$ cat src/rtl/atmega_uart_bus_master.sv
// atmega_uart_bus_master: firmware-free bus initiator for an ATmega-style UART register map.
// It enables RX/TX once, then polls UCSRA. Received bytes are drained from UDR into a
// valid/ready output stream. Bytes from a valid/ready input stream are written to UDR
// whenever the transmitter reports UDRE.
module atmega_uart_bus_master #(
    parameter int unsigned                  BUS_ADDR_DATA_LEN = 8,
    parameter logic [BUS_ADDR_DATA_LEN-1:0] UDR_ADDR          = 'hc1,
    parameter logic [BUS_ADDR_DATA_LEN-1:0] UCSRA_ADDR        = 'hc8,
    parameter logic [BUS_ADDR_DATA_LEN-1:0] UCSRB_ADDR        = 'hc9,
    parameter int unsigned                  SETTLE_CYCLES     = 3
) (
    input  logic                         clk_i,
    input  logic                         rst_i,
    input  logic                         enable_i,
    // I/O bus
    output logic [BUS_ADDR_DATA_LEN-1:0] addr_o,
    output logic                         wr_o,
    output logic                         rd_o,
    output logic [7:0]                   bus_o,
    input  logic [7:0]                   bus_i,
    // Transmit stream
    input  logic [7:0]                   tx_data_i,
    input  logic                         tx_valid_i,
    output logic                         tx_ready_o,
    // Receive stream
    output logic [7:0]                   rx_data_o,
    output logic                         rx_valid_o,
    input  logic                         rx_ready_i
);

    // UCSRA status bits and the UCSRB enable value (RXEN | TXEN)
    localparam int unsigned RxcBit    = 7;
    localparam int unsigned UdreBit   = 5;
    localparam logic [7:0]  UcsrbInit = 8'h18;

    localparam int unsigned         CntW      = $clog2(SETTLE_CYCLES + 1);
    localparam logic [CntW-1:0]     SettleMax = CntW'(SETTLE_CYCLES);

    typedef enum logic [2:0] {
        StInit,
        StSettle,
        StPoll,
        StRdUdr,
        StWrUdr
    } state_e;

    state_e                         state_q, state_d;
    logic [CntW-1:0]                cnt_q, cnt_d;
    logic                           prio_tx_q, prio_tx_d;   // 0: RX wins a tie, 1: TX wins
    logic [BUS_ADDR_DATA_LEN-1:0]   addr_q, addr_d;
    logic                           wr_q, wr_d;
    logic                           rd_q, rd_d;
    logic [7:0]                     bus_q, bus_d;
    logic [7:0]                     rx_data_q, rx_data_d;
    logic                           rx_valid_q, rx_valid_d;
    logic [7:0]                     tx_data_q, tx_data_d;
    logic                           tx_ready_q, tx_ready_d;

    logic                           rx_ok;
    logic                           tx_ok;

    // Status decode, only meaningful while the UCSRA read is on the bus
    always_comb begin
        rx_ok = bus_i[RxcBit] & ~rx_valid_q;
        tx_ok = bus_i[UdreBit] & ~tx_ready_q;
    end

    // Next-state logic: stream handshakes first, then the bus sequencer
    always_comb begin
        state_d    = state_q;
        cnt_d      = cnt_q;
        prio_tx_d  = prio_tx_q;
        addr_d     = addr_q;
        wr_d       = 1'b0;
        rd_d       = 1'b0;
        bus_d      = bus_q;
        rx_data_d  = rx_data_q;
        rx_valid_d = rx_valid_q;
        tx_data_d  = tx_data_q;
        tx_ready_d = tx_ready_q;

        // Consumer takes the received byte
        if (rx_valid_q && rx_ready_i) begin
            rx_valid_d = 1'b0;
        end

        // Producer hands over a byte to the empty holding register
        if (tx_valid_i && tx_ready_q) begin
            tx_data_d  = tx_data_i;
            tx_ready_d = 1'b0;
        end

        // Strobes are registered, so each access is issued one state ahead of the
        // state that represents its bus cycle.
        unique case (state_q)
            StInit: begin
                wr_d    = 1'b1;
                addr_d  = UCSRB_ADDR;
                bus_d   = UcsrbInit;
                // The UCSRB write is on the bus during the first SETTLE cycle,
                // so the count starts at zero here.
                cnt_d   = '0;
                state_d = StSettle;
            end

            StSettle: begin
                if (cnt_q != SettleMax) begin
                    cnt_d = cnt_q + CntW'(1);
                end else if (enable_i) begin
                    rd_d    = 1'b1;
                    addr_d  = UCSRA_ADDR;
                    state_d = StPoll;
                end
            end

            StPoll: begin
                // Access cycle already counts as settle cycle zero
                cnt_d   = CntW'(1);
                state_d = StSettle;
                if (rx_ok && (!tx_ok || !prio_tx_q)) begin
                    rd_d    = 1'b1;
                    addr_d  = UDR_ADDR;
                    state_d = StRdUdr;
                end else if (tx_ok) begin
                    wr_d    = 1'b1;
                    addr_d  = UDR_ADDR;
                    bus_d   = tx_data_q;
                    state_d = StWrUdr;
                end
                // Alternate only when both sides competed
                if (rx_ok && tx_ok) begin
                    prio_tx_d = ~prio_tx_q;
                end
            end

            StRdUdr: begin
                // rx_valid_q is known clear here: RD_UDR is only entered with rx empty
                rx_data_d  = bus_i;
                rx_valid_d = 1'b1;
                cnt_d      = CntW'(1);
                state_d    = StSettle;
            end

            StWrUdr: begin
                // Holding register is full during this state, so no accept can collide
                tx_ready_d = 1'b1;
                cnt_d      = CntW'(1);
                state_d    = StSettle;
            end

            default: begin
                state_d = StInit;
            end
        endcase
    end

    // State and output registers, cleared asynchronously
    always_ff @(posedge clk_i or posedge rst_i) begin
        if (rst_i) begin
            state_q    <= StInit;
            cnt_q      <= '0;
            prio_tx_q  <= 1'b0;
            addr_q     <= '0;
            wr_q       <= 1'b0;
            rd_q       <= 1'b0;
            bus_q      <= 8'h00;
            rx_data_q  <= 8'h00;
            rx_valid_q <= 1'b0;
            tx_data_q  <= 8'h00;
            tx_ready_q <= 1'b1;
        end else begin
            state_q    <= state_d;
            cnt_q      <= cnt_d;
            prio_tx_q  <= prio_tx_d;
            addr_q     <= addr_d;
            wr_q       <= wr_d;
            rd_q       <= rd_d;
            bus_q      <= bus_d;
            rx_data_q  <= rx_data_d;
            rx_valid_q <= rx_valid_d;
            tx_data_q  <= tx_data_d;
            tx_ready_q <= tx_ready_d;
        end
    end

    // Outputs come straight from registers
    always_comb begin
        addr_o     = addr_q;
        wr_o       = wr_q;
        rd_o       = rd_q;
        bus_o      = bus_q;
        rx_data_o  = rx_data_q;
        rx_valid_o = rx_valid_q;
        tx_ready_o = tx_ready_q;
    end

endmodule

$ cat config.mk
export PLATFORM = sky130hd
export DESIGN_NAME = atmega_uart_bus_master
export DESIGN_NICKNAME = d
export VERILOG_FILES = /design/src/rtl/atmega_uart_bus_master.sv
export SDC_FILE = /design/constraint.sdc
export NUM_CORES = 1
export LEC_CHECK = 0
export CAP_MARGIN = 30
export CELL_PAD_IN_SITES_DETAIL_PLACEMENT = 1
export CELL_PAD_IN_SITES_GLOBAL_PLACEMENT = 1
export CORE_MARGIN = 2
export CORE_UTILIZATION = 38
export DETAILED_ROUTE_END_ITERATION = 8
export MAX_ROUTING_LAYER = met4
export PLACE_DENSITY = 0.92
export SLEW_MARGIN = 10
export SYNTH_ARGS = -nofsm -noshare
export SYNTH_HDL_FRONTEND = slang
export SYNTH_SLANG_ARGS = --single-unit
$ cat constraint.sdc
create_clock -name clk_i -period 2.59 [get_ports clk_i]
set_clock_uncertainty 0.1 [all_clocks]
set_input_delay 0.777 -clock clk_i [delete_from_list [all_inputs] [get_ports clk_i]]
set_output_delay 0.777 -clock clk_i [all_outputs]
set_load 0.1 [all_outputs]
==> results of run 1 <==
==> cell usage in the layout (no fill, tap or decap), drive strengths merged, types with 3 or more instances in the layout <==
master and count:
a21oi 8, a31oi 3, buf 25, clkbuf 8, clkdlybuf4s50 20, conb 4, dfrtp 36, inv 14
mux2 16, nand2 7, nand3 6, nor2 10, o21ai 9
==> through the flow <==
stage / instance area, um2 / power (mW) / worst slack (ns) / instances / hold slack [ns]
floorplan: 1630 / 2.01 / 0.377 / 143 / 0.379
global placement: 2020 / 2.27 / 0.339 / 228 / 0.388
detailed placement: 2020 / 2.32 / 0.226 / 228 / 0.394
CTS: 2110 / 2.75 / 0.555 / 236 / 0.413
global route: 2110 / 2.85 / 0.462 / 236 / 0.438
finish: 2110 / 2.72 / 0.538 / 236 / 0.403
==> power by group through the flow <==
stage	clock (mW)	combinational, mW	sequential (mW)
floorplan	0	0.372	1.63
global placement	0	1.41	0.866
detailed placement	0	1.45	0.876
CTS	0.427	1.45	0.870
global route	0.455	1.50	0.893
finish	0.409	1.44	0.869
==> how the worst max path moves through the flow <==
stage          cells after the start  startpoint  slack (ns)   endpoint
2_1_floorplan                      1   addr_o[6]        0.38  addr_o[7]
6_report                           5    bus_i[7]        0.54   bus_o[4]
3_3_place_gp                       5    bus_i[5]        0.34   bus_o[0]
5_1_grt                            5    bus_i[7]        0.46   bus_o[4]
4_1_cts                            5    bus_i[7]        0.56   bus_o[4]
3_5_place_dp                       5    bus_i[7]        0.23   bus_o[4]
==> area by class of cell <==
| cell class | instances | share of cell area, % |
|---|---|---|
| Inverter | 14 | 2.49 |
| Timing Repair Buffer | 45 | 19.0 |
| Multi-Input combinational cell | 82 | 27.3 |
| Clock buffer | 8 | 4.27 |
| Sequential cell | 37 | 44.0 |
| Tap cell | 50 | 2.97 |
==> cell families (layout without fill, tap and decap cells) <==
logic type,count (synthesis),count (layout),synth area share (%)
DFF,37,37,57.4
and+or+nand+nor,32,32,10.5
AOI/OAI and AO/OA,28,28,11.7
buffers and inverters,24,67,7.60
muxes,16,16,11.2
adders and majority gates,1,1,0.775
other,1,4,0.232
xor gates and xnor gates,1,1,0.543
==> metal layers <==
metal	GRT usage (%)	share of wire (%)
met1	20.1	42
met2	28.5	51
met3	6.54	6.0
met4	5.01	1.4
met5	-	0
==> sequential cells by signal, summed over array words and instances, names as in the netlist <==
signal      count
addr_o          3
bus_o           8
cnt_q           2
prio_tx_q       1
rd_o            1
rx_data_o       8
rx_valid_o      1
state_q         3
tx_data_q       8
tx_ready_o      1
wr_o            1
==> worst max-delay path: stages <==
cell,delay [ns]
sky130_fd_sc_hd__clkdlybuf4s50_1,0.56
sky130_fd_sc_hd__nand2b_4,0.10
sky130_fd_sc_hd__o2111ai_4,0.44
sky130_fd_sc_hd__nor2_1,0.09
sky130_fd_sc_hd__a31oi_1,0.18
==> flow_summary.toml, run 1 <==
[min_path]
holdPathEnd = "addr_o[6]"
worstHoldStart = "addr_o[6]"
worstHoldPathType = "register to register"
hold_path_depth = 1

[synthesis]
synth_most_common_cell = "sky130_fd_sc_hd__dfrtp_1"
synth-main-ff-cell = "sky130_fd_sc_hd__dfrtp_1"
yosys_warnings = 0
sequential_share_of_the_synthesized_area_pct = 57.4
syn-cell-area_um2 = 1610
syn_area_per_cell_um2 = 11.5
synth_edf_count = 0
ffs_w_async_s_r_synth_pct = 100
synth.largest_area_cell = "sky130_fd_sc_hd__dfrtp_1"
synth-seq-cells = 37
yosysTopAreaCellShare_pct = 55.8
synth_cell_types = 35
synth_top_cells_by_area = "sky130_fd_sc_hd__dfrtp_1 56%, sky130_fd_sc_hd__mux2_2 11%, sky130_fd_sc_hd__inv_1 3.3%, sky130_fd_sc_hd__buf_4 2.8%, sky130_fd_sc_hd__a21oi_1 2.5%"
synth_commonest_cells = "36 x sky130_fd_sc_hd__dfrtp_1, 16 x sky130_fd_sc_hd__mux2_2, 14 x sky130_fd_sc_hd__inv_1, 9 x sky130_fd_sc_hd__nor2_1, 8 x sky130_fd_sc_hd__a21oi_1"
number_of_cells_produced_by_synthesis = 140

[clocking]
clock_sink_count = 37
clk_path_buf_depth = 2
clk_transition_reported_paths_ns = 0.07
post_cts_hold_buffer_count = 0
cts.htree.levels = 2
post_cts.resized_instances = 0
cts_buffers = 5
clk-insertion-delay-late_ns = 0.29
cts.repair_timing.setup_buffer_count = 0
cts_root_buf = "sky130_fd_sc_hd__clkbuf_8"
cts_tree = "yes"

[die]
initial_core_util_pct = 39.8
chipWidth_um = 69.2
die-height_um = 69.2
placement_row_count = 23
core-area_um2 = 4060
io-pin-count = 49
dieArea_um2 = 4780

[placement]
port_buffers = 44
routabilityCongestion = 0.732
post-dp-hpwl_mm = 2.66

[run]
max_cap_viol_count = 0

[sta]
worst_slew_margin_rel_pct = 66.1
drv_slew = 0
final_hold_viol_count = 0
rsz_0062_raised_after_global_routing = "no"
maxClockFrequency_mhz = 487
timing.final.crit_period_ns = 2.05
post-route-period-util_pct = 79.2
setup_viol = 0
tightestPinTransition_ns = 0.508
total_negative_slack_for_setup_checks_ns = 0

[pwr]
p_switching_mw = 1.42
p_leak_nw = 0.991
combPwrFrac_pct = 53.0
netSwitchingFraction_pct = 52.1
pwr-share-seq_pct = 32.0
vdd_ir_drop_max_mv = 0.685
power-per-cell-area_nw_per_um2 = 1290
cellInternalPower_mw = 1.30
power.clock.fraction_pct = 15.0

[final_layout]
filler_cell_count = 431
register_area_um2 = 927
finalNetCount = 207
finish.utilization_pct = 52.0
fraction_of_layout_instances_using_a_drive_strength_above_1_pct = 28.5
number_of_inserted_diodes = 0
growth_of_design_area_from_synthesis_to_finish_pct = 30.6
multi_input_comb_area_um2 = 576

[global_routing]
antenna_found_initial = 0
grt_pass1_wl_mm = 6.45
grt_use_total_pct = 17.4
grt_pass1_vias = 1326
grt_max_degree = 38
grt_overflow = 0

[worst_setup_path]
timing.critical_path.to_type = "register"
timing.rr.start = "state_q[2]"
rrSetupSlack_ns = 0.93
worstPathRequired_ns = 2.69
worstPathMaxFanout = 18
critPathArrivalTime_ns = 2.15
timing.critical_path.from_type = "primary input"
cp_class = "primary input to register"
timing.reg2reg.worst_path_depth = 4
r2r-end = "bus_o[4]"

[drt]
vias = 1177
post-route-drc-count = 0
avgViaCountPerCell = 4.99
detail_route.wl_per_cell_um = 15.3
first_iter_violations = 67
detail_route.wirelength_mm = 3.60
final_antenna_net_count = 0
detailedRoute.firstPassIterationCount = 4

[run_status]
outcome = "finished clean"
(Power assumes the default switching activity.)
==> inputs of run 2 (changes only) <==
Settings changed: CORE_UTILIZATION 38 to 35, PLACE_DENSITY 0.92 to 0.87.
Clock period 2.59 ns to 2.1 ns, I/O delays scaled along.
==> run 2 against run 1 <==
Global-route usage fell by 0.096 points. Highest routed layer unchanged. Design area up 15%. Setup slack lost 0.27 ns. Combinational power grew 47%. Critical path depth is 4 lower. Sequential share of layout area fell by 5.8 points. Clock-buffer cell count is 3 lower. Critical endpoint is now tx_ready_o. Register-to-register slack got worse by 0.45 ns. Final cell count rose by 1.3%. Clock power increased by 18%.
==> flow_summary.toml, run 2 (synthesis results as in run 1) <==
[clocking]
cts.repair_timing.setup_buffer_count = 0
cts.htree.levels = 2
clk_path_buf_depth = 2
cts_root_buf = "sky130_fd_sc_hd__clkbuf_8"
clk_transition_reported_paths_ns = 0.08
clock_sink_count = 37
clk-insertion-delay-late_ns = 0.29
cts_tree = "yes"
post_cts_hold_buffer_count = 0
cts_buffers = 5
post_cts.resized_instances = 0

[die]
io-pin-count = 49
core-area_um2 = 4380
placement_row_count = 24
initial_core_util_pct = 36.8
die-height_um = 71.9
dieArea_um2 = 5170
chipWidth_um = 71.9

[final_layout]
finish.utilization_pct = 55.4
mostFrequentLayoutCell = "sky130_fd_sc_hd__dfrtp_1"
finalNetCount = 208
fraction_of_layout_instances_using_a_drive_strength_above_1_pct = 29.9
filler_cell_count = 452
number_of_inserted_diodes = 0
growth_of_design_area_from_synthesis_to_finish_pct = 50.4
most_frequent_cells_in_the_layout = "36 x sky130_fd_sc_hd__dfrtp_1, 26 x sky130_fd_sc_hd__buf_12, 20 x sky130_fd_sc_hd__clkdlybuf4s50_1"

[global_routing]
grt_max_degree = 38
grt_pass1_wl_mm = 6.53
grt_overflow = 0
grt_pass1_vias = 1310
antenna_found_initial = 0
grt_use_total_pct = 17.3

[drt]
detailedRoute.firstPassIterationCount = 3
final_antenna_net_count = 0
first_iter_violations = 59
detail_route.wirelength_mm = 3.77
vias = 1182
avgViaCountPerCell = 4.95
detail_route.wl_per_cell_um = 15.8
post-route-drc-count = 0

[sta]
post-route-worst-setup-slack_ns = 0.266
rsz_0062_raised_after_global_routing = "no"
maxClockFrequency_mhz = 545
setup_viol = 0
tightestPinTransition_ns = 0.520
post-route-period-util_pct = 87.4
worst_slew_margin_rel_pct = 65.4
timing.final.crit_period_ns = 1.83
final_hold_viol_count = 0
drv_slew = 0
total_negative_slack_for_setup_checks_ns = 0

[worst_setup_path]
cp_class = "register to primary output"
critPathArrivalTime_ns = 1.10
timing.critical_path.to_type = "primary output"
worstPathMaxFanout = 5
critical-path-slowest-cell = "sky130_fd_sc_hd__dfstp_2"
rrSetupSlack_ns = 0.48
worstPathRequired_ns = 1.37
critical_path.cell_chain = "buf_12"
timing.critical_path.from_type = "register"
critical_path.n_buffers_inverters = 1
critical-path-max-stage-delay_ns = 0.62
cpLargestDelayFamily = "flip-flops"

[min_path]
worstHoldPathType = "register to register"

[placement]
post-dp-hpwl_mm = 2.86
routabilityCongestion = 0.756
port_buffers = 44
dpl_worst_slack_ns = -0.0127

[run_status]
outcome = "finished clean"

[pwr]
design_power_total_mw = 3.74
p_leak_nw = 1.10
power-per-cell-area_nw_per_um2 = 1540
vdd_ir_drop_max_mv = 1.31

[run]
max_cap_viol_count = 0
[run 2: cell count changes in the layout (fill, tap and decap cells not counted)]
cell,delta
sky130_fd_sc_hd__clkbuf_1,-2
sky130_fd_sc_hd__buf_12,+25
sky130_fd_sc_hd__clkbuf_8,-1
sky130_fd_sc_hd__clkinv_2,+2
sky130_fd_sc_hd__clkinvlp_4,+1
sky130_fd_sc_hd__buf_4,-24
[run 2: path summary, 6_finish.rpt]
kind | startpoint | end | depth (start not counted)
max | tx_ready_o | tx_ready_o | 1
min | tx_data_q[7] | tx_data_q[7] | 1
max reg2reg | state_q[1] | bus_o[2] | 3
min reg2reg | tx_data_q[7] | tx_data_q[7] | 1
max in group asynchronous | rst_i | tx_ready_o | 3
min in group asynchronous | rst_i | rx_data_o[5] | 3
[run 2: power breakdown]
| group | internal (mW) | switching, mW |
|---|---|---|
| combinational | 0.778 | 1.34 |
| sequential | 0.906 | 0.232 |
| clock | 0.229 | 0.256 |
| total | 1.91 | 1.83 |
[run 2: final cells by class]
type / instances / area [um2] / share of cell area [%]
tap: 52 / 65.1 / 2.68
clock inverter: 3 / 17.5 / 0.722
sequential: 37 / 927 / 38.2
multi-input combinational: 82 / 576 / 23.7
timing repair buffer: 46 / 721 / 29.7
clock buffer: 5 / 68.8 / 2.84
inverter: 14 / 52.6 / 2.16
[run 2: through the flow]
stage                     hold WS (ns)  area, um2  cells
after floorplan                  0.379       1630    143
after global placement           0.388       2340    231
after detailed placement         0.394       2340    231
after CTS                        0.411       2430    239
after global routing             0.436       2430    239
final                            0.409       2430    239
[run 2: metal layers]
metal	vias up	track usage (%)	wire (um)
met2	29	29.2	2070
met1	580	20.1	1490
met3	10	2.64	112
met5	-	-	0
met4	0	9.01	97
li1	563	-	-
==> inputs of run 3 (changes only) <==
Settings changed: CORE_MARGIN 2 to 10.
==> run 3 against run 2 <==
Register-to-register slack is essentially flat. Fmax shrank 0.32%. Sequential power is essentially flat. Clock power shrank 2%. Setup slack lost 0.0059 ns. Critical path type unchanged. Critical endpoint unchanged.
==> flow_summary.toml, run 3 (synthesis results as in run 1) <==
[sta]
maxClockFrequency_mhz = 543
final_hold_viol_count = 0
tightestPinTransition_ns = 0.522
worst_slew_margin_rel_pct = 65.2
post-route-worst-setup-slack_ns = 0.260
post-route-period-util_pct = 87.6
rsz_0062_raised_after_global_routing = "no"
setup_viol = 0
finalHoldWorstSlack_ns = 0.405
timing.final.crit_period_ns = 1.84
total_negative_slack_for_setup_checks_ns = 0
drv_slew = 0

[worst_setup_path]
rrSetupSlack_ns = 0.48
cp_class = "register to primary output"
timing.rr.start = "state_q[1]"
worstPathRequired_ns = 1.37
timing.critical_path.from_type = "register"
critPathArrivalTime_ns = 1.11
timing.reg2reg.worst_path_depth = 3
critical-path-max-stage-delay_ns = 0.62
critical_path.n_buffers_inverters = 1
r2r-end = "bus_o[6]"
worstPathMaxFanout = 5
timing.critical_path.to_type = "primary output"
cpLargestDelayFamily = "flip-flops"
critical_path.cell_chain = "buf_12"
critical-path-slowest-cell = "sky130_fd_sc_hd__dfstp_2"

[run_status]
outcome = "finished clean"

[min_path]
holdPathEnd = "tx_data_q[5]"
hold_path_depth = 1
worstHoldPathType = "register to register"
worstHoldStart = "tx_data_q[5]"

[clocking]
post_cts.resized_instances = 0
clk-insertion-delay-late_ns = 0.28
clk_path_buf_depth = 2
cts.htree.levels = 2
cts.repair_timing.setup_buffer_count = 0
cts_tree = "yes"
clock_sink_count = 37
post_cts_hold_buffer_count = 0
cts_buffers = 5
clk_transition_reported_paths_ns = 0.07
cts_root_buf = "sky130_fd_sc_hd__clkbuf_8"

[pwr]
p_leak_nw = 1.10
power-per-cell-area_nw_per_um2 = 1540
vdd_ir_drop_max_mv = 1.07

[die]
io-pin-count = 49
initial_core_util_pct = 36.6
core-area_um2 = 4410
dieArea_um2 = 7730
die-height_um = 87.9
placement_row_count = 24
chipWidth_um = 87.9

[drt]
detailedRoute.firstPassIterationCount = 4
first_iter_violations = 73
detail_route.wl_per_cell_um = 16.4
final_antenna_net_count = 0
avgViaCountPerCell = 4.88
post-route-drc-count = 0
detail_route.wirelength_mm = 3.92
vias = 1167

[global_routing]
grt_max_degree = 38
grt_pass1_vias = 1367
grt_use_total_pct = 11.4
grt_pass1_wl_mm = 6.72
antenna_found_initial = 0
grt_overflow = 0

[placement]
routabilityCongestion = 0.780
post-dp-hpwl_mm = 3.01
dpl_worst_slack_ns = 0.00889
port_buffers = 44

[final_layout]
growth_of_design_area_from_synthesis_to_finish_pct = 50.2
finalNetCount = 208
multi_input_comb_area_um2 = 576
number_of_inserted_diodes = 0
filler_cell_count = 438
mostFrequentLayoutCell = "sky130_fd_sc_hd__dfrtp_1"
register_area_um2 = 927
finish.utilization_pct = 54.9
fraction_of_layout_instances_using_a_drive_strength_above_1_pct = 29.4
most_frequent_cells_in_the_layout = "36 x sky130_fd_sc_hd__dfrtp_1, 26 x sky130_fd_sc_hd__buf_12, 20 x sky130_fd_sc_hd__clkdlybuf4s50_1"

[run]
max_cap_viol_count = 0
run 3: changes by cell type in the layout (fill, tap and decap cells not counted):
| cell | delta |
|---|---|
| sky130_fd_sc_hd__clkbuf_1 | +1 |
| sky130_fd_sc_hd__clkinvlp_4 | -1 |
run 3: worst max-delay path by stage:
stage	start	endpoint	slack (ns)	cells past startpoint
finish	tx_ready_o	tx_ready_o	0.26	1
global route	bus_i[5]	bus_o[6]	0.22	6
CTS	tx_ready_o	tx_ready_o	0.25	1
detailed placement	bus_i[5]	bus_o[1]	0.009	6
global placement	bus_i[5]	bus_o[6]	0.08	6
floorplan	addr_o[6]	addr_o[7]	0.03	1
run 3: metrics by stage:
step	instance area, um2	power (mW)	cells
after global routing	2420	3.91	239
after detailed placement	2340	3.29	231
after CTS	2420	3.77	239
after global placement	2340	3.24	231
final	2420	3.73	239
after floorplan	1630	2.47	143
run 3: power breakdown:
| group | internal, mW | total, mW | switching, mW |
|---|---|---|---|
| Sequential | 0.906 | 1.14 | 0.233 |
| Combinational | 0.778 | 2.12 | 1.34 |
| Clock | 0.230 | 0.474 | 0.244 |
run 3: layout make-up:
type	count	share of cell area, %
Sequential cell	37	38.3
Tap cell	52	2.68
Multi-Input combinational cell	82	23.7
Clock inverter	2	0.413
Clock buffer	6	2.99
Timing Repair Buffer	46	29.7
Inverter	14	2.17
run 3: metal layers:
layer  GRT usage [%]  routed length (um)  vias to the layer above
li1                -                   -                      559
met1            12.4                1590                      577
met2            19.4                2080                       28
met3            3.99                 209                        3
met4            2.61                  32                        0
met5               -                   0                        -
run 3: worst reg2reg max path: stages (launching register included):
cell and delay, ns:
sky130_fd_sc_hd__dfrtp_1 0.57, sky130_fd_sc_hd__or3_1 0.61, sky130_fd_sc_hd__nand3_1 0.15, sky130_fd_sc_hd__o21ai_1 0.08
==> patch: new RTL, flow settings as in run 3 <==
Reset style: synchronous (`rst_i`), changed in one clocked block. Comments in the files are not updated.
--- a/src/rtl/atmega_uart_bus_master.sv
+++ b/src/rtl/atmega_uart_bus_master.sv
@@ -156,5 +156,5 @@
 
     // State and output registers, cleared asynchronously
-    always_ff @(posedge clk_i or posedge rst_i) begin
+    always_ff @(posedge clk_i) begin
         if (rst_i) begin
             state_q    <= StInit;
Behaviour: differs if rst_i is asserted again (counterexample within 4 cycles, from zero or initial values and one cycle with rst_i high); with rst_i held inactive, the same outputs for 10 cycles.
==> patch against run 3 <==
Worst setup slack worse by 0.20 ns; die area decreased by 5.8%; sequential cell count unchanged; critical path depth up 3; cell area fell by 1.9%; routed wire length rose by 24%; synthesized area fell by 7.5%; hold slack got worse by 0.029 ns; sequential share of layout area shrank 7.1 points; final cell count grew 9.6%; critical endpoint is now bus_o[3]$_SDFFE_PP0P_.
Power is not compared: it rests on default switching activity, and its combinational part moved more than twofold at a synthesized area within 25%.
==> patch: results <==
set metrics [dict create \
    vias 1387 \
    flow.area_growth_from_synthesis_pct 59.35 \
    wl_met3_um 311 \
    seq_cell_count 37 \
    critPathMaxStageDelay_ns 0.54 \
    rrSetupSlack_ns 0.43 \
    hold_ws_ns 0.3765 \
    grt_pass1_vias 1538 \
    routed-wl-met2_um 2568 \
    use_met3_pct 4.876 \
    hold_depth 2 \
    place_ws_ns -0.2959 \
    met2_usage_pct 22.55 \
    yosys.area_share.adder_pct 0.8382 \
    hpwl_um 3742 \
    clk_latency_ns 0.30 \
    n_tap_cell 50 \
    power_mw 1.689 \
    final_cells 262 \
    track_usage_pct 13.27 \
    period_share_pct 97.11 \
    yosysUniqueCellTypes 34 \
    gp_congestion 0.7750 \
    status "complete, no violations" \
    multi_input_area_share_pct 28.35 \
    critPathSlowestCell "clkdlybuf4s50_1" \
    multi_input_cells 107 \
    synth_cells 160 \
    synthMuxAreaShare_pct 6.790 \
    finalNetCount 233 \
    reg2reg_from "state_q[0]$_SDFFE_PP0P_" \
    crit_family "compound AO/OA/AOI/OAI gates" \
    clk_share_pct 4.840 \
    wl_met1_um 1868 \
    seq_share_pct 31.19 \
    wl_per_cell_um 18.50 \
    inverters 5 \
    drive_gt1_share_pct 23.58 \
    synthTopCellsByArea "dfxtp_1 50%, mux2i_1 6.0%, a21oi_1 4.7%, nor2_1 4.3%, a22o_1 3.5%" \
]
patch: changes by cell type after synthesis, sizes merged, moves of 7 or more:
| cell | before | now |
|---|---|---|
| nor2 | 10 | 17 |
| mux2i | 0 | 9 |
| mux2 | 16 | 1 |
| dfxtp | 0 | 37 |
| inv | 14 | 5 |
| dfrtp | 36 | 0 |
patch: how the worst max path moves through the flow:
stage                                 start               endpoint  slack [ns]  cells past startpoint
floorplan           tx_ready_o$_SDFFE_PP1P_  bus_o[0]$_SDFFE_PP0P_        0.14                      3
global route                       bus_i[5]  bus_o[6]$_SDFFE_PP0P_        0.02                      5
detailed placement                 bus_i[7]  bus_o[6]$_SDFFE_PP0P_       -0.30                      5
CTS                                bus_i[7]  bus_o[6]$_SDFFE_PP0P_        0.01                      5
finish                             bus_i[5]  bus_o[3]$_SDFFE_PP0P_        0.06                      4
global placement                   bus_i[7]  bus_o[1]$_SDFFE_PP0P_       -0.14                      5
